[config.mk]
export PLATFORM = sky130hd
export DESIGN_NAME = seq_alu
export DESIGN_NICKNAME = d
export VERILOG_FILES = /design/src/rtl/seq_alu.sv
export SDC_FILE = /design/constraint.sdc
export NUM_CORES = 1
export LEC_CHECK = 0
export CAP_MARGIN = 30
export CELL_PAD_IN_SITES_DETAIL_PLACEMENT = 1
export CELL_PAD_IN_SITES_GLOBAL_PLACEMENT = 2
export CORE_ASPECT_RATIO = 2
export CORE_MARGIN = 4
export CORE_UTILIZATION = 28
export DETAILED_ROUTE_END_ITERATION = 10
export GPL_TIMING_DRIVEN = 0
export PLACE_DENSITY_LB_ADDON = 0.05
export SLEW_MARGIN = 20
export SYNTH_ARGS = -nofsm -noshare
export SYNTH_HDL_FRONTEND = slang
export SYNTH_SLANG_ARGS = --single-unit
[constraint.sdc]
create_clock -name clk -period 2.4 [get_ports clk]
set_clock_uncertainty 0.15 [all_clocks]
set_input_delay 0.36 -clock clk [delete_from_list [all_inputs] [get_ports clk]]
set_output_delay 0.36 -clock clk [all_outputs]
set_load 0.005 [all_outputs]
[src/rtl/seq_alu.sv]
// Multi-cycle unsigned ALU: single-cycle add/sub, iterative shift-add multiply
// and restoring-division remainder behind a start/busy/done handshake.
module seq_alu #(
  parameter int unsigned WIDTH = 3,
  parameter int unsigned RES_W = 2 * WIDTH
) (
  input  logic             clk,
  input  logic             rst,
  input  logic             start,
  input  logic [1:0]       sel,
  input  logic [WIDTH-1:0] num1,
  input  logic [WIDTH-1:0] num2,
  output logic [RES_W-1:0] result,
  output logic             zeroFlag,
  output logic             negFlag,
  output logic             divByZeroFlag,
  output logic             busy,
  output logic             done
);

  localparam int unsigned CW = $clog2(WIDTH + 1);

  typedef enum logic [1:0] {IDLE, MUL, REM} state_e;

  state_e           state_q, state_d;
  logic [WIDTH-1:0] a_q, a_d;
  logic [RES_W-1:0] b_q, b_d;
  logic [RES_W-1:0] acc_q, acc_d;
  logic [WIDTH-1:0] rem_q, rem_d;
  logic [CW-1:0]    cnt_q, cnt_d;
  logic [RES_W-1:0] res_q, res_d;
  logic             zero_q, zero_d;
  logic             neg_q, neg_d;
  logic             dbz_q, dbz_d;
  logic             done_q, done_d;

  logic [RES_W-1:0] sum_ext, diff_ext, acc_nx;
  logic [WIDTH:0]   trial, trial_sub;
  logic [WIDTH-1:0] rem_nx;

  always_comb begin
    state_d  = state_q;
    a_d      = a_q;
    b_d      = b_q;
    acc_d    = acc_q;
    rem_d    = rem_q;
    cnt_d    = cnt_q;
    res_d    = res_q;
    zero_d   = zero_q;
    neg_d    = neg_q;
    dbz_d    = dbz_q;
    done_d   = 1'b0;

    sum_ext  = RES_W'(num1) + RES_W'(num2);
    diff_ext = RES_W'(num1) - RES_W'(num2);
    acc_nx   = a_q[0] ? (acc_q + b_q) : acc_q;
    // Remainder never reaches the divisor, so WIDTH bits suffice between steps;
    // the borrow of the WIDTH+1-bit trial subtraction decides whether it fits.
    trial     = {rem_q, a_q[WIDTH-1]};
    trial_sub = trial - {1'b0, b_q[WIDTH-1:0]};
    rem_nx    = trial_sub[WIDTH] ? trial[WIDTH-1:0] : trial_sub[WIDTH-1:0];

    unique case (state_q)
      IDLE: begin
        if (start) begin
          a_d    = num1;
          b_d    = RES_W'(num2);
          acc_d  = '0;
          rem_d  = '0;
          cnt_d  = CW'(WIDTH);
          zero_d = 1'b0;
          neg_d  = 1'b0;
          dbz_d  = 1'b0;
          unique case (sel)
            2'b00: begin
              res_d  = sum_ext;
              zero_d = (sum_ext == '0);
              done_d = 1'b1;
            end
            2'b01: begin
              res_d  = diff_ext;
              zero_d = (diff_ext == '0);
              neg_d  = (num1 < num2);
              done_d = 1'b1;
            end
            2'b10: state_d = MUL;
            2'b11: begin
              if (num2 == '0) begin
                res_d  = '0;
                dbz_d  = 1'b1;
                done_d = 1'b1;
              end else begin
                state_d = REM;
              end
            end
            default: state_d = IDLE;
          endcase
        end
      end
      MUL: begin
        acc_d = acc_nx;
        a_d   = a_q >> 1;
        b_d   = b_q << 1;
        cnt_d = cnt_q - CW'(1);
        if (cnt_q == CW'(1)) begin
          res_d   = acc_nx;
          zero_d  = (acc_nx == '0);
          done_d  = 1'b1;
          state_d = IDLE;
        end
      end
      REM: begin
        rem_d = rem_nx;
        a_d   = a_q << 1;
        cnt_d = cnt_q - CW'(1);
        if (cnt_q == CW'(1)) begin
          res_d   = RES_W'(rem_nx);
          zero_d  = (rem_nx == '0);
          done_d  = 1'b1;
          state_d = IDLE;
        end
      end
      default: state_d = IDLE;
    endcase
  end

  always_ff @(posedge clk) begin
    if (rst) begin
      state_q <= IDLE;
      a_q     <= '0;
      b_q     <= '0;
      acc_q   <= '0;
      rem_q   <= '0;
      cnt_q   <= '0;
      res_q   <= '0;
      zero_q  <= 1'b0;
      neg_q   <= 1'b0;
      dbz_q   <= 1'b0;
      done_q  <= 1'b0;
    end else begin
      state_q <= state_d;
      a_q     <= a_d;
      b_q     <= b_d;
      acc_q   <= acc_d;
      rem_q   <= rem_d;
      cnt_q   <= cnt_d;
      res_q   <= res_d;
      zero_q  <= zero_d;
      neg_q   <= neg_d;
      dbz_q   <= dbz_d;
      done_q  <= done_d;
    end
  end

  assign result        = res_q;
  assign zeroFlag      = zero_q;
  assign negFlag       = neg_q;
  assign divByZeroFlag = dbz_q;
  assign busy          = (state_q != IDLE);
  assign done          = done_q;

endmodule

Word level (Yosys, flattened, before mapping)
Index checks and enable logic that the tools add are counted.
W data, S select, Z words.
{"block": "totals", "inputBits": 11, "register_bits": 32}
{"block": "op_classes", "n_addsub": 5, "order_cmp": 1, "eq_ne": 14, "muxes": 35, "reduce_logical": 22}
{"op": "$mux W6", "n": 7}
{"op": "$pmux W6 S3", "n": 2}
{"op": "$pmux W6 S2", "n": 2}
{"op": "$logic_not A6 Y1", "n": 3}
{"op": "$pmux W2 S2", "n": 3}
{"op": "$reduce_and A2 Y1", "n": 5}
{"op": "$mux W3", "n": 3}
{"op": "$pmux W3 S3", "n": 1}
{"op": "$mux W1", "n": 8}
{"op": "$mux W2", "n": 4}
{"op": "$reduce_and A4 Y1", "n": 2}
{"op": "$reduce_bool A2 Y1", "n": 4}
{"op": "$add A6 B6 Y6", "n": 1}
{"op": "$eq A2 B1 Y1 const B", "n": 3}
{"op": "$eq A2 B2 Y1 const B", "n": 3}
{"op": "$logic_not A3 Y1", "n": 2}
{"op": "$ne A2 B2 Y1 const B", "n": 3}
{"op": "$ne A3 B3 Y1 const B", "n": 2}
{"op": "$pmux W1 S2", "n": 3}
{"op": "$pmux W3 S2", "n": 1}
{"op": "$reduce_and A6 Y1", "n": 1}
{"op": "$add A3 B3 Y4", "n": 1}
{"op": "$logic_not A2 Y1", "n": 2}
{"op": "$ne A4 B1 Y1 const B", "n": 1}
{"op": "other kinds (9)", "n": 10}

Longest topological paths before layout
Gate-level depths: netlist (run 1).
{"block": "depth", "depth_word": 5, "ltp_mapped": 10}

Worst setup path before layout (run 1)
No wires, ideal clock.
{"block": "synth_timing", "path_type": "in2reg", "startpoint": "in num1[0]", "endpoint": "reg zero_q, in the netlist zeroFlag", "path_buffers": 0, "stages": 9, "t_required_ns": 2.192, "path_slack_ns": 0.205, "arrival_ns": 1.988, "cell_sequence": "inv_1 -> ha_1 -> fa_1 -> inv_1 -> fa_1 -> nor4bb_1 -> a31oi_1 -> o211ai_1 -> o21a_1"}
{"block": "synth_between", "elab_chain_cells": 5, "word_cells_on_any_way": 7}
{"element": "start: declaration", "line": "11", "text": "input logic [WIDTH-1:0] num1,"}
{"element": "$sub A3 B3 Y4 or $add A3 B3 Y4 (tied branches)", "line": "55, 54"}
{"element": "$logic_not A6 Y1, on equally long branches", "line": "82, 77"}
{"element": "$pmux W1 S2 (*)", "line": "74", "text": "unique case (sel)"}
{"element": "$mux W1 (*)", "line": "65", "text": "if (start) begin"}
{"element": "$pmux W1 S3 (*)", "line": "63", "text": "unique case (state_q)"}
{"element": "end signal: assignment", "line": "148", "text": "zero_q <= zero_d;"}
{"element": "end: declaration", "line": "32", "text": "logic zero_q, zero_d;"}
Mark *: on every way between the ends. The rest lies on a longest branch, timed or not. The select of a mux whose other input is x is not followed.
A chain may end at the register's enable or synchronous reset.

Worst setup path in the final report (run 1)
Ends and elaborated chain as after synthesis.

==> results of run 1 <==
layer usage:
layer	up-vias	GRT usage, %
li1	1108	-
met1	1067	18.9
met2	24	33.5
met3	9	1.69
met4	0	5.95
met5	-	0
layout make-up:
cell class	count	area, µm²
Buffer	13	56.3
Clock buffer	5	125
Clock inverter	3	18.8
Fill cell	987	5080
Inverter	25	93.8
Multi-Input combinational cell	221	1680
Sequential cell	32	653
Tap cell	96	120
Timing Repair Buffer	24	234
worst min-delay path: cells and delay by family (launching register included):
family           cells  cell delay (ns)
AND/OR/NAND/NOR      1             0.05
flip-flops           1             0.31
AO/OA/AOI/OAI        1             0.05
stage by stage:
step           hold WS (ns)  util (%)  total power [mW]  setup slack, ns  instances
2_1_floorplan         0.298         -              1.18            0.205        291
3_3_place_gp          0.299      33.1              1.50           -0.725        408
3_5_place_dp          0.302      33.1              1.51           -0.708        408
4_1_cts               0.313      36.0              2.20          0.00527        418
5_1_grt               0.365      37.0              2.37          -0.0925        419
6_report              0.314      37.0              2.20           0.0593        419
timing repair:
action / 4_1_cts / 5_1_grt
gates resized for setup: 25 / 24
buffers inserted: 2 / 1
pin swaps: 7 / 7
endpoints found under the setup margin: 12 / 14
cells in the final DEF, fill, tap and decap left out, types with 3 or more instances in the layout:
| master | instances |
|---|---|
| a211o_1 | 3 |
| a211oi_1 | 5 |
| a21oi_1 | 17 |
| a22oi_1 | 7 |
| a311oi_1 | 3 |
| a31oi_1 | 3 |
| a32oi_1 | 3 |
| and2_1 | 3 |
| buf_2 | 3 |
| buf_4 | 3 |
| clkbuf_1 | 7 |
| clkbuf_16 | 5 |
| clkdlybuf4s50_1 | 15 |
| dfxtp_1 | 26 |
| dfxtp_2 | 4 |
| fa_1 | 4 |
| ha_1 | 15 |
| inv_1 | 23 |
| mux2i_1 | 7 |
| nand2_1 | 12 |
| nand2b_1 | 7 |
| nand3_1 | 11 |
| nand4_1 | 4 |
| nor2_1 | 35 |
| nor2b_1 | 5 |
| nor3_1 | 8 |
| o211ai_1 | 4 |
| o21a_1 | 3 |
| o21ai_0 | 12 |
state kept, by name, summed over array words and instances (netlist names):
signal,flops
done,1
divByZeroFlag,1
a_q,3
cnt_q,2
acc_q,6
state_q,2
zeroFlag,1
rem_q,3
negFlag,1
result,6
b_q,6
cells by family (layout without fill, tap and decap cells):
kind of cell / count (synthesis) / in the layout / share of synthesized area [%]
XOR/XNOR: 3 / 3 / 1.13
flip-flops: 32 / 32 / 27.5
buffers and inverters: 38 / 70 / 6.22
multiplexers: 11 / 11 / 4.83
AO/OA/AOI/OAI: 79 / 79 / 23.1
AND/OR/NAND/NOR: 104 / 104 / 22.8
adder cells (fa/ha/maj): 24 / 24 / 14.5
report_power, final:
part	switching, mW	internal [mW]	leakage, nW
logic	0.532	0.379	0.777
clock network	0.251	0.382	0.0736
registers	0.0574	0.600	0.264
final timing paths:
kind              depth (start not counted)                    endpoint                       start  slack [ns]
hold / removal                            2  divByZeroFlag$_SDFFE_PP0P_  divByZeroFlag$_SDFFE_PP0P_        0.31
setup reg to reg                          9       zeroFlag$_SDFFE_PP0P_         b_q[0]$_SDFFE_PP0P_        0.07
hold reg to reg                           2  divByZeroFlag$_SDFFE_PP0P_  divByZeroFlag$_SDFFE_PP0P_        0.31
setup / recovery                         10       zeroFlag$_SDFFE_PP0P_                     num1[0]        0.06
==> impl_results.html, run 1 <==
<table>
<tr><th>Metric</th><th>Value</th></tr>
<tr><th colspan="2">Drt</th></tr>
<tr><td>Number of vias per cell</td><td>around 5.3</td></tr>
<tr><td>Topmost layer with routed signal wires</td><td>met4</td></tr>
<tr><td>Post-Route M1 WL</td><td>3050 µm</td></tr>
<tr><td>Initial DRT Pass Iterations</td><td>4</td></tr>
<tr><td>Length of routed met2 wiring</td><td>4580 µm</td></tr>
<tr><td>Vias</td><td>2208</td></tr>
<tr><td>DRC marker count from the first detailed-route iteration</td><td>67</td></tr>
<tr><td>Remaining antenna violation count</td><td>0</td></tr>
<tr><td>Drt wl/cell</td><td>about 19 µm</td></tr>
<tr><td>Total detailed-routing wirelength</td><td>7900 µm</td></tr>
<tr><td>Final routed DRC violation total</td><td>0</td></tr>
<tr><td>WL met3</td><td>112 µm</td></tr>
<tr><th colspan="2">Logic synthesis</th></tr>
<tr><td>Post-synthesis area per instance</td><td>between 8 and 9 µm²</td></tr>
<tr><td>Asr flop ratio synth</td><td>0%</td></tr>
<tr><td>Combined area of all synthesized cells</td><td>2330 µm²</td></tr>
<tr><td>Leading cell types by total area after synthesis</td><td>dfxtp_1 27%, ha_1 10%, nor2_1 6.0%</td></tr>
<tr><td>Count of different cell masters after synthesis</td><td>51</td></tr>
<tr><td>Post-synth top cells</td><td>37 x nor2_1, 32 x dfxtp_1, 25 x inv_1</td></tr>
<tr><td>Mapped Cells</td><td>between 200 and 300</td></tr>
<tr><td>Most area-hungry cell type in the Yosys netlist</td><td>dfxtp_1</td></tr>
<tr><td>Synth warn</td><td>0</td></tr>
<tr><td>Post-synth net total</td><td>326</td></tr>
<tr><td>Number of synthesized flops with an enable pin</td><td>0</td></tr>
<tr><td>Synth Flop Type</td><td>dfxtp_1</td></tr>
<tr><td>Yosys reg bits</td><td>32</td></tr>
<tr><td>Sequential share of the synthesized area</td><td>27.5%</td></tr>
<tr><td>Cell with the most instances after synthesis</td><td>nor2_1</td></tr>
<tr><td>Top-area cell type share of the netlist area</td><td>27.5%</td></tr>
<tr><th colspan="2">STA</th></tr>
<tr><td>Normalized max-slew margin</td><td>between 50% and 60%</td></tr>
<tr><td>Total negative slack for setup checks</td><td>0 ns</td></tr>
<tr><td>Setup repair after global routing missed its margin</td><td>yes</td></tr>
<tr><td>Final-report setup violation count</td><td>0</td></tr>
<tr><td>Total count of hold-check failures in the final report</td><td>0</td></tr>
<tr><td>Tcrit/Tclk final</td><td>97.5%</td></tr>
<tr><td>Worst Max-Slew Pin Slew</td><td>0.672 ns</td></tr>
<tr><td>Final count of pins violating max slew</td><td>0</td></tr>
<tr><td>Post-route minimum period</td><td>2.34 ns</td></tr>
<tr><td>Maximum achievable frequency</td><td>0.427 GHz</td></tr>
<tr><th colspan="2">Worst setup path</th></tr>
<tr><td>Critical-path maximum fanout</td><td>3</td></tr>
<tr><td>Required time at the worst-slack endpoint</td><td>2.47 ns</td></tr>
<tr><td>Buffer and inverter count on the worst path</td><td>3</td></tr>
<tr><td>CP max stage cell</td><td>fa_1</td></tr>
<tr><td>Kind of end point of the critical path</td><td>flop</td></tr>
<tr><td>Kind of cell with the highest combined delay on the critical path</td><td>adder cells</td></tr>
<tr><td>List of cells traversed by the critical path</td><td>clkdlybuf4s15_1, inv_1, ha_2, fa_1, inv_1, fa_1, nor4bb_2, a31oi_1, o211ai_1, o21a_1</td></tr>
<tr><td>WP data arrival</td><td>2.41 ns</td></tr>
<tr><td>Setup crit start kind</td><td>input pin</td></tr>
<tr><td>Delay of the slowest critical-path stage</td><td>between 0.4 and 0.5 ns</td></tr>
<tr><td>Crit path kind</td><td>in -&gt; reg</td></tr>
<tr><th colspan="2">Place</th></tr>
<tr><td>RD Place Congestion</td><td>0.782</td></tr>
<tr><td>Placed Instance Area</td><td>2660 µm²</td></tr>
<tr><td>Number of I/O port buffers</td><td>21</td></tr>
<tr><td>Final HPWL from detailed placement</td><td>approximately 6400 µm</td></tr>
<tr><th colspan="2">Floorplan</th></tr>
<tr><td>Die Area</td><td>between 9000 and 10000 µm²</td></tr>
<tr><td>Row count</td><td>46</td></tr>
<tr><td>Starting density of the core</td><td>about 29%</td></tr>
<tr><td>Die Span Y</td><td>137 µm</td></tr>
<tr><td>Die Wd</td><td>72.6 µm</td></tr>
<tr><td>Number of placed I/O pins</td><td>22</td></tr>
<tr><td>Placeable Area</td><td>between 8000 and 9000 µm²</td></tr>
<tr><th colspan="2">Global routing</th></tr>
<tr><td>Maximum number of pins on one net before global-route repair</td><td>12</td></tr>
<tr><td>Sum of overflow across all layers after global routing</td><td>0</td></tr>
<tr><td>Total routing resource utilization after global routing</td><td>17.3%</td></tr>
<tr><td>Antenna violations before repair</td><td>0</td></tr>
<tr><td>Via count of the first global-routing pass</td><td>2453</td></tr>
<tr><td>Wire length of the first global-routing pass</td><td>13100 µm</td></tr>
<tr><th colspan="2">Clock tree</th></tr>
<tr><td>Number of buffers inserted for hold repair after clock tree synthesis</td><td>0</td></tr>
<tr><td>Clock slew at reported path FFs</td><td>0.06 ns</td></tr>
<tr><td>Number of buffers added by the clock tree synthesis step</td><td>5</td></tr>
<tr><td>Longest Clk Path Bufs</td><td>2</td></tr>
<tr><td>Clock root cell</td><td>clkbuf_16</td></tr>
<tr><td>CTS tree</td><td>done</td></tr>
<tr><td>Number of H-tree branching levels</td><td>2</td></tr>
<tr><td>Number of sinks handled by clock tree synthesis</td><td>32</td></tr>
<tr><td>Later-pin clock latency in the skew report</td><td>about 0.28 ns</td></tr>
<tr><th colspan="2">Hold path</th></tr>
<tr><td>Worst min-delay path category</td><td>reg -&gt; reg</td></tr>
<tr><th colspan="2">Final layout</th></tr>
<tr><td>Number of antenna diodes</td><td>0</td></tr>
<tr><td>Final-stage net count</td><td>357</td></tr>
<tr><td>Ratio of cells with drive above 1 in the final layout</td><td>15.2%</td></tr>
<tr><td>Post-route standard cell area excluding fillers</td><td>slightly below 3000 µm²</td></tr>
<tr><td>Growth of design area from synthesis to finish</td><td>27.7%</td></tr>
<tr><th colspan="2">Power</th></tr>
<tr><td>Power per standard cell area</td><td>about 740 nW/µm²</td></tr>
<tr><td>Peak supply drop</td><td>0.320 mV</td></tr>
<tr><td>Static leakage power</td><td>approximately 1.1 nW</td></tr>
<tr><th colspan="2">Outcome</th></tr>
<tr><td>Result of the run</td><td>finished clean</td></tr>
<tr><th colspan="2">Job</th></tr>
<tr><td>Number of maximum-capacitance violations</td><td>0</td></tr>
</table>
No activity file was read; power rests on OpenSTA's default activity.
==> run 2, diff against run 1 <==
--- a/config.mk
+++ b/config.mk
@@ -13,7 +13,9 @@
 export CORE_UTILIZATION = 28
 export DETAILED_ROUTE_END_ITERATION = 10
 export GPL_TIMING_DRIVEN = 0
+export HOLD_SLACK_MARGIN = 0.06
 export PLACE_DENSITY_LB_ADDON = 0.05
+export REMOVE_ABC_BUFFERS = 1
 export SLEW_MARGIN = 20
 export SYNTH_ARGS = -nofsm -noshare
 export SYNTH_HDL_FRONTEND = slang
==> run 2 against run 1 <==
Compared with the run above: total power decreased by 1.0%; clock power up 3%; combinational power fell by 6.0%; setup slack gained 0.042 ns; utilization fell by 0.36 points; sequential share of layout area up 0.34 points; first-iteration DRC count is 4.5% lower; clock-buffer cell count grew 3; via count fell by 0.54%; non-clock buffer count decreased by 11; die area unchanged; critical path type unchanged; largest cell class unchanged; highest routed layer unchanged.
==> impl_results.html, run 2 (synthesis results as in run 1) <==
<table>
<tr><th>Metric</th><th>Value</th></tr>
<tr><th colspan="2">Outcome</th></tr>
<tr><td>Result of the run</td><td>finished clean</td></tr>
<tr><th colspan="2">Worst setup path</th></tr>
<tr><td>Worst reg2reg path endpoint</td><td>acc_q[5]$_SDFFE_PP0P_</td></tr>
<tr><td>WP data arrival</td><td>2.37 ns</td></tr>
<tr><td>Delay of the slowest critical-path stage</td><td>approximately 0.48 ns</td></tr>
<tr><td>Startpoint of the most critical register-to-register path</td><td>b_q[1]$_SDFFE_PP0P_</td></tr>
<tr><td>Kind of cell with the highest combined delay on the critical path</td><td>adder cells</td></tr>
<tr><td>CP endpoint</td><td>zeroFlag$_SDFFE_PP0P_</td></tr>
<tr><td>Required time at the worst-slack endpoint</td><td>roughly 2.5 ns</td></tr>
<tr><td>Crit path kind</td><td>in -&gt; reg</td></tr>
<tr><td>Crit. Startpoint</td><td>num1[0]</td></tr>
<tr><td>CP max stage cell</td><td>fa_2</td></tr>
<tr><td>Buffer and inverter count on the worst path</td><td>3</td></tr>
<tr><td>FF-to-FF setup slack</td><td>0.12 ns</td></tr>
<tr><td>Logic depth of the worst register-to-register path</td><td>7</td></tr>
<tr><td>Worst path depth</td><td>10</td></tr>
<tr><td>Setup crit start kind</td><td>input pin</td></tr>
<tr><td>List of cells traversed by the critical path</td><td>clkdlybuf4s15_2, inv_1, ha_2, fa_2, inv_1, fa_2, nor4bb_4, a31oi_1, o211ai_1, o21a_1</td></tr>
<tr><td>Kind of end point of the critical path</td><td>flop</td></tr>
<tr><td>Critical-path maximum fanout</td><td>3</td></tr>
<tr><th colspan="2">Final layout</th></tr>
<tr><td>Share of the core filled with cells</td><td>a little over a third</td></tr>
<tr><td>Growth of design area from synthesis to finish</td><td>26.5%</td></tr>
<tr><td>Post-route standard cell area excluding fillers</td><td>2950 µm²</td></tr>
<tr><td>Ratio of cells with drive above 1 in the final layout</td><td>17.9%</td></tr>
<tr><td>Highest-count cells in the layout ignoring fill and taps</td><td>35 x nor2_1, 25 x dfxtp_1, 24 x inv_1, 17 x a21oi_1, 14 x clkdlybuf4s50_1</td></tr>
<tr><td>Final-stage net count</td><td>346</td></tr>
<tr><td>Most frequent standard cell in the layout excluding fill and tap cells</td><td>nor2_1</td></tr>
<tr><td>Number of antenna diodes</td><td>0</td></tr>
<tr><th colspan="2">STA</th></tr>
<tr><td>Setup repair after global routing missed its margin</td><td>yes</td></tr>
<tr><td>Tcrit/Tclk final</td><td>95.8%</td></tr>
<tr><td>Normalized max-slew margin</td><td>41.7%</td></tr>
<tr><td>Worst Max-Slew Pin Slew</td><td>0.866 ns</td></tr>
<tr><td>Post-route minimum period</td><td>between 2 and 2.5 ns</td></tr>
<tr><td>Total count of hold-check failures in the final report</td><td>0</td></tr>
<tr><td>Final-report setup violation count</td><td>0</td></tr>
<tr><td>Total negative slack for setup checks</td><td>0 ns</td></tr>
<tr><td>Maximum achievable frequency</td><td>0.435 GHz</td></tr>
<tr><td>Final count of pins violating max slew</td><td>0</td></tr>
<tr><th colspan="2">Clock tree</th></tr>
<tr><td>Number of buffers added by the clock tree synthesis step</td><td>5</td></tr>
<tr><td>Number of buffers inserted for hold repair after clock tree synthesis</td><td>0</td></tr>
<tr><td>CTS tree</td><td>done</td></tr>
<tr><td>Clock root cell</td><td>clkbuf_16</td></tr>
<tr><td>Number of H-tree branching levels</td><td>2</td></tr>
<tr><td>Longest Clk Path Bufs</td><td>2</td></tr>
<tr><td>Clock slew at reported path FFs</td><td>roughly 0.05 ns</td></tr>
<tr><td>Later-pin clock latency in the skew report</td><td>around 0.28 ns</td></tr>
<tr><td>Number of sinks handled by clock tree synthesis</td><td>32</td></tr>
<tr><th colspan="2">Power</th></tr>
<tr><td>Static leakage power</td><td>1.12 nW</td></tr>
<tr><td>Peak supply drop</td><td>between 0.3 and 0.4 mV</td></tr>
<tr><td>Power per standard cell area</td><td>around 740 nW/µm²</td></tr>
<tr><th colspan="2">Job</th></tr>
<tr><td>Number of maximum-capacitance violations</td><td>0</td></tr>
<tr><th colspan="2">Drt</th></tr>
<tr><td>Number of vias per cell</td><td>5.38</td></tr>
<tr><td>Drt wl/cell</td><td>about 19 µm</td></tr>
<tr><td>DRC marker count from the first detailed-route iteration</td><td>64</td></tr>
<tr><td>Final routed DRC violation total</td><td>0</td></tr>
<tr><td>Initial DRT Pass Iterations</td><td>4</td></tr>
<tr><td>Vias</td><td>2196</td></tr>
<tr><td>Remaining antenna violation count</td><td>0</td></tr>
<tr><td>Total detailed-routing wirelength</td><td>between 7000 and 8000 µm</td></tr>
<tr><th colspan="2">Place</th></tr>
<tr><td>Number of I/O port buffers</td><td>21</td></tr>
<tr><td>Placed Instance Area</td><td>roughly 2600 µm²</td></tr>
<tr><td>Final HPWL from detailed placement</td><td>5890 µm</td></tr>
<tr><td>RD Place Congestion</td><td>a little over 0.8</td></tr>
<tr><th colspan="2">Global routing</th></tr>
<tr><td>Maximum number of pins on one net before global-route repair</td><td>31</td></tr>
<tr><td>Antenna violations before repair</td><td>0</td></tr>
<tr><td>Wire length of the first global-routing pass</td><td>12200 µm</td></tr>
<tr><td>Via count of the first global-routing pass</td><td>2275</td></tr>
<tr><td>Sum of overflow across all layers after global routing</td><td>0</td></tr>
<tr><td>Total routing resource utilization after global routing</td><td>16.1%</td></tr>
<tr><th colspan="2">Floorplan</th></tr>
<tr><td>Number of placed I/O pins</td><td>22</td></tr>
<tr><td>Placeable Area</td><td>8060 µm²</td></tr>
<tr><td>Die Span Y</td><td>about 140 µm</td></tr>
<tr><td>Row count</td><td>between 40 and 50</td></tr>
<tr><td>Starting density of the core</td><td>between 20% and 30%</td></tr>
<tr><td>Die Wd</td><td>72.6 µm</td></tr>
<tr><td>Die Area</td><td>between 9000 and 10000 µm²</td></tr>
<tr><th colspan="2">Hold path</th></tr>
<tr><td>Worst min-delay path category</td><td>reg -&gt; reg</td></tr>
</table>
==> run 2: tightest hold or removal path, delay by kind of cell (launching register included) <==
kind             cells  cell delay, ns
flip-flops           1            0.31
AO/OA/AOI/OAI        1            0.05
AND/OR/NAND/NOR      1            0.05
==> run 2: where the power goes <==
part | leakage [nW] | switching [mW] | internal (mW)
sequential | 0.265 | 0.0728 | 0.599
combinational | 0.783 | 0.497 | 0.361
clock | 0.0712 | 0.237 | 0.414
==> run 2: worst min-delay path by stage <==
stage	cells after the start	slack, ns	endpoint	from
6_report	2	0.30	divByZeroFlag$_SDFFE_PP0P_	divByZeroFlag$_SDFFE_PP0P_
5_1_grt	2	0.34	divByZeroFlag$_SDFFE_PP0P_	divByZeroFlag$_SDFFE_PP0P_
4_1_cts	2	0.31	divByZeroFlag$_SDFFE_PP0P_	divByZeroFlag$_SDFFE_PP0P_
3_5_place_dp	2	0.30	divByZeroFlag$_SDFFE_PP0P_	divByZeroFlag$_SDFFE_PP0P_
3_3_place_gp	2	0.29	divByZeroFlag$_SDFFE_PP0P_	divByZeroFlag$_SDFFE_PP0P_
2_1_floorplan	1	0.28	b_q[0]$_SDFFE_PP0P_	rst
==> run 2: area by class of cell <==
cell class / count / area (µm²)
fill: 965 / 5110
timing repair buffer: 26 / 240
tap: 96 / 120
inverter: 25 / 93.8
multi-input combinational: 221 / 1690
clock buffer: 8 / 146
sequential: 32 / 657
==> run 2: timing repair <==
action,in CTS,in global routing
buffers inserted,2,3
pin swaps,8,8
resized for setup,28,28
setup endpoints to repair,13,13
==> run 2: metal layers <==
| layer | GRT usage [%] | share of wire [%] | up-vias |
|---|---|---|---|
| met5 | 0 | 0 | - |
| li1 | - | - | 1092 |
| met2 | 29.9 | 57 | 22 |
| met3 | 1.99 | 1.5 | 11 |
| met4 | 6.16 | 2.5 | 0 |
| met1 | 17.9 | 39 | 1071 |
==> run 2: stage by stage <==
step / hold WS [ns] / power (mW) / cells / setup slack (ns)
floorplan: 0.279 / 1.16 / 278 / 0.204
global placement: 0.292 / 1.48 / 395 / -0.704
detailed placement: 0.303 / 1.48 / 395 / -0.693
CTS: 0.311 / 2.19 / 405 / 0.00688
global route: 0.339 / 2.33 / 408 / -0.0240
finish: 0.302 / 2.18 / 408 / 0.102
==> run 3, diff against run 2 <==
--- a/config.mk
+++ b/config.mk
@@ -8,7 +8,6 @@
 export CAP_MARGIN = 30
 export CELL_PAD_IN_SITES_DETAIL_PLACEMENT = 1
 export CELL_PAD_IN_SITES_GLOBAL_PLACEMENT = 2
-export CORE_ASPECT_RATIO = 2
 export CORE_MARGIN = 4
 export CORE_UTILIZATION = 28
 export DETAILED_ROUTE_END_ITERATION = 10
==> run 3 against run 2 <==
Compared with the run above: global-route usage fell by 0.36 points; clock-buffer cell count fell by 2; maximum frequency fell by 2.9%; setup slack got worse by 0.069 ns; combinational power rose by 4.6%; sequential power barely moved; clock power fell by 17%.
==> impl_results.html, run 3 (synthesis results as in run 1) <==
<table>
<tr><th>Metric</th><th>Value</th></tr>
<tr><th colspan="2">Outcome</th></tr>
<tr><td>Result of the run</td><td>finished clean</td></tr>
<tr><th colspan="2">Clock tree</th></tr>
<tr><td>Clock slew at reported path FFs</td><td>0.08 ns</td></tr>
<tr><td>Clock root cell</td><td>clkbuf_8</td></tr>
<tr><td>Number of sinks handled by clock tree synthesis</td><td>32</td></tr>
<tr><td>Number of buffers inserted for hold repair after clock tree synthesis</td><td>0</td></tr>
<tr><td>Longest Clk Path Bufs</td><td>2</td></tr>
<tr><td>CTS tree</td><td>done</td></tr>
<tr><td>Number of buffers added by the clock tree synthesis step</td><td>5</td></tr>
<tr><td>Later-pin clock latency in the skew report</td><td>around 0.29 ns</td></tr>
<tr><td>Number of H-tree branching levels</td><td>2</td></tr>
<tr><th colspan="2">Final layout</th></tr>
<tr><td>Post-route standard cell area excluding fillers</td><td>2920 µm²</td></tr>
<tr><td>Multi-input gate area</td><td>between 1500 and 2000 µm²</td></tr>
<tr><td>Highest-count cells in the layout ignoring fill and taps</td><td>36 x nor2_1, 25 x dfxtp_1, 24 x inv_1, 16 x a21oi_1, 14 x clkdlybuf4s50_1</td></tr>
<tr><td>Growth of design area from synthesis to finish</td><td>25.0%</td></tr>
<tr><td>Fill cell total of the finished layout</td><td>around 980</td></tr>
<tr><td>Sequential cell area</td><td>654 µm²</td></tr>
<tr><td>Final-stage net count</td><td>348</td></tr>
<tr><td>Ratio of cells with drive above 1 in the final layout</td><td>between 10% and 20%</td></tr>
<tr><td>Most frequent standard cell in the layout excluding fill and tap cells</td><td>nor2_1</td></tr>
<tr><td>Number of antenna diodes</td><td>0</td></tr>
<tr><td>Fin cells</td><td>between 400 and 500</td></tr>
<tr><th colspan="2">Drt</th></tr>
<tr><td>Total detailed-routing wirelength</td><td>7410 µm</td></tr>
<tr><td>Number of vias per cell</td><td>5.20</td></tr>
<tr><td>Remaining antenna violation count</td><td>0</td></tr>
<tr><td>Initial DRT Pass Iterations</td><td>4</td></tr>
<tr><td>DRC marker count from the first detailed-route iteration</td><td>36</td></tr>
<tr><td>Final routed DRC violation total</td><td>0</td></tr>
<tr><td>Vias</td><td>around 2200</td></tr>
<tr><td>Drt wl/cell</td><td>17.7 µm</td></tr>
<tr><th colspan="2">STA</th></tr>
<tr><td>Final critical-path setup slack</td><td>about 0.032 ns</td></tr>
<tr><td>Post-route minimum period</td><td>2.37 ns</td></tr>
<tr><td>Setup repair after global routing missed its margin</td><td>yes</td></tr>
<tr><td>Total count of hold-check failures in the final report</td><td>0</td></tr>
<tr><td>Hold slack</td><td>0.319 ns</td></tr>
<tr><td>Worst Max-Slew Pin Slew</td><td>0.644 ns</td></tr>
<tr><td>Final count of pins violating max slew</td><td>0</td></tr>
<tr><td>Tcrit/Tclk final</td><td>between 90% and 100%</td></tr>
<tr><td>Final-report setup violation count</td><td>0</td></tr>
<tr><td>Normalized max-slew margin</td><td>57.1%</td></tr>
<tr><td>Maximum achievable frequency</td><td>0.422 GHz</td></tr>
<tr><th colspan="2">Floorplan</th></tr>
<tr><td>Die Area</td><td>9860 µm²</td></tr>
<tr><td>Placeable Area</td><td>8180 µm²</td></tr>
<tr><td>Starting density of the core</td><td>between 20% and 30%</td></tr>
<tr><td>Row count</td><td>33</td></tr>
<tr><td>Die Wd</td><td>99.3 µm</td></tr>
<tr><td>Die Span Y</td><td>99.3 µm</td></tr>
<tr><td>Number of placed I/O pins</td><td>22</td></tr>
<tr><th colspan="2">Worst setup path</th></tr>
<tr><td>Delay of the slowest critical-path stage</td><td>0.45 ns</td></tr>
<tr><td>WP data arrival</td><td>~2.5 ns</td></tr>
<tr><td>Crit path kind</td><td>in -&gt; reg</td></tr>
<tr><td>List of cells traversed by the critical path</td><td>dlygate4sd2_1, ha_1, fa_1, inv_1, fa_1, nor4bb_1, a31oi_1, o211ai_1, o21a_1</td></tr>
<tr><td>CP max stage cell</td><td>fa_1</td></tr>
<tr><td>Crit path top cell by count</td><td>fa_1</td></tr>
<tr><td>Setup crit start kind</td><td>input pin</td></tr>
<tr><td>Critical-path maximum fanout</td><td>4</td></tr>
<tr><td>Required time at the worst-slack endpoint</td><td>2.48 ns</td></tr>
<tr><td>Kind of end point of the critical path</td><td>flop</td></tr>
<tr><th colspan="2">Global routing</th></tr>
<tr><td>Wire length of the first global-routing pass</td><td>12300 µm</td></tr>
<tr><td>Antenna violations before repair</td><td>0</td></tr>
<tr><td>Via count of the first global-routing pass</td><td>roughly 2300</td></tr>
<tr><td>Maximum number of pins on one net before global-route repair</td><td>31</td></tr>
<tr><td>Sum of overflow across all layers after global routing</td><td>0</td></tr>
<tr><td>Total routing resource utilization after global routing</td><td>15.7%</td></tr>
<tr><th colspan="2">Job</th></tr>
<tr><td>Number of maximum-capacitance violations</td><td>0</td></tr>
<tr><th colspan="2">Place</th></tr>
<tr><td>Final HPWL from detailed placement</td><td>5500 µm</td></tr>
<tr><td>Placed Instance Area</td><td>2620 µm²</td></tr>
<tr><td>Number of I/O port buffers</td><td>21</td></tr>
<tr><td>DP Worst Slack</td><td>-0.648 ns</td></tr>
<tr><td>Number of cells after detailed placement</td><td>404</td></tr>
<tr><td>RD Place Congestion</td><td>0.779</td></tr>
<tr><th colspan="2">Hold path</th></tr>
<tr><td>Worst min-delay path category</td><td>reg -&gt; reg</td></tr>
<tr><th colspan="2">Power</th></tr>
<tr><td>PnR Total Power</td><td>2.11 mW</td></tr>
<tr><td>Peak supply drop</td><td>0.314 mV</td></tr>
<tr><td>Static leakage power</td><td>1.09 nW</td></tr>
<tr><td>Power per standard cell area</td><td>approximately 720 nW/µm²</td></tr>
</table>
[run 3: cell types whose count changed in the layout (fill, tap and decap cells not counted), sizes merged]
| cell | delta |
|---|---|
| clkbuf | -3 |
| buf | +2 |
| dlygate4sd2 | +2 |
| bufinv | +1 |
| clkdlybuf4s15 | -1 |
| clkinv | +1 |
[run 3: worst max-delay path, delay by kind of cell]
kind            cells  cell delay (ns)
fa+ha+maj           3             1.03
compound gates      3             0.41
buf+inv             2             0.36
simple gates        1             0.29
[run 3: power by group]
| group | switching [mW] | internal (mW) |
|---|---|---|
| registers | 0.0751 | 0.598 |
| clock network | 0.232 | 0.309 |
| logic | 0.495 | 0.401 |
[run 3: through the flow]
stage | utilization [%] | setup TNS (ns)
5_1_grt | 35.7 | -0.0788
3_5_place_dp | 32.0 | -4.34
3_3_place_gp | 32.1 | -5.80
6_report | 35.7 | 0
4_1_cts | 34.0 | 0
2_1_floorplan | - | 0
[run 3: what timing repair did]
item / 4_1_cts / 5_1_grt
pin swaps: 4 / 7
buffers inserted: 2 / 5
gates resized for setup: 17 / 28
setup endpoints to repair: 13 / 14
[run 3: area by class of cell]
type                    count  area share (%)
inverters                  25            3.22
repair buffers             28            8.79
flip-flops and latches     32            22.4
well taps                 105            4.50
clock buffers               6            2.49
clock inverters             2            1.20
multi-input cells         221            57.4
[run 3: path summary, 6_finish.rpt]
| kind | from | endpoint | depth (start not counted) | slack [ns] |
|---|---|---|---|---|
| worst min-delay path | divByZeroFlag$_SDFFE_PP0P_ | divByZeroFlag$_SDFFE_PP0P_ | 2 | 0.32 |
| worst max register to register | acc_q[1]$_SDFFE_PP0P_ | zeroFlag$_SDFFE_PP0P_ | 9 | 0.06 |
| worst min register to register | divByZeroFlag$_SDFFE_PP0P_ | divByZeroFlag$_SDFFE_PP0P_ | 2 | 0.32 |
| worst max-delay path | num2[0] | zeroFlag$_SDFFE_PP0P_ | 9 | 0.03 |
[run 3: layer usage]
layer / GRT usage [%] / share of wire, % / up-vias
met5: 0 / 0 / -
met4: 4.41 / 1.6 / 0
met3: 2.24 / 1.9 / 8
met2: 26.1 / 47 / 20
met1: 21.2 / 50 / 1051
li1: - / - / 1099
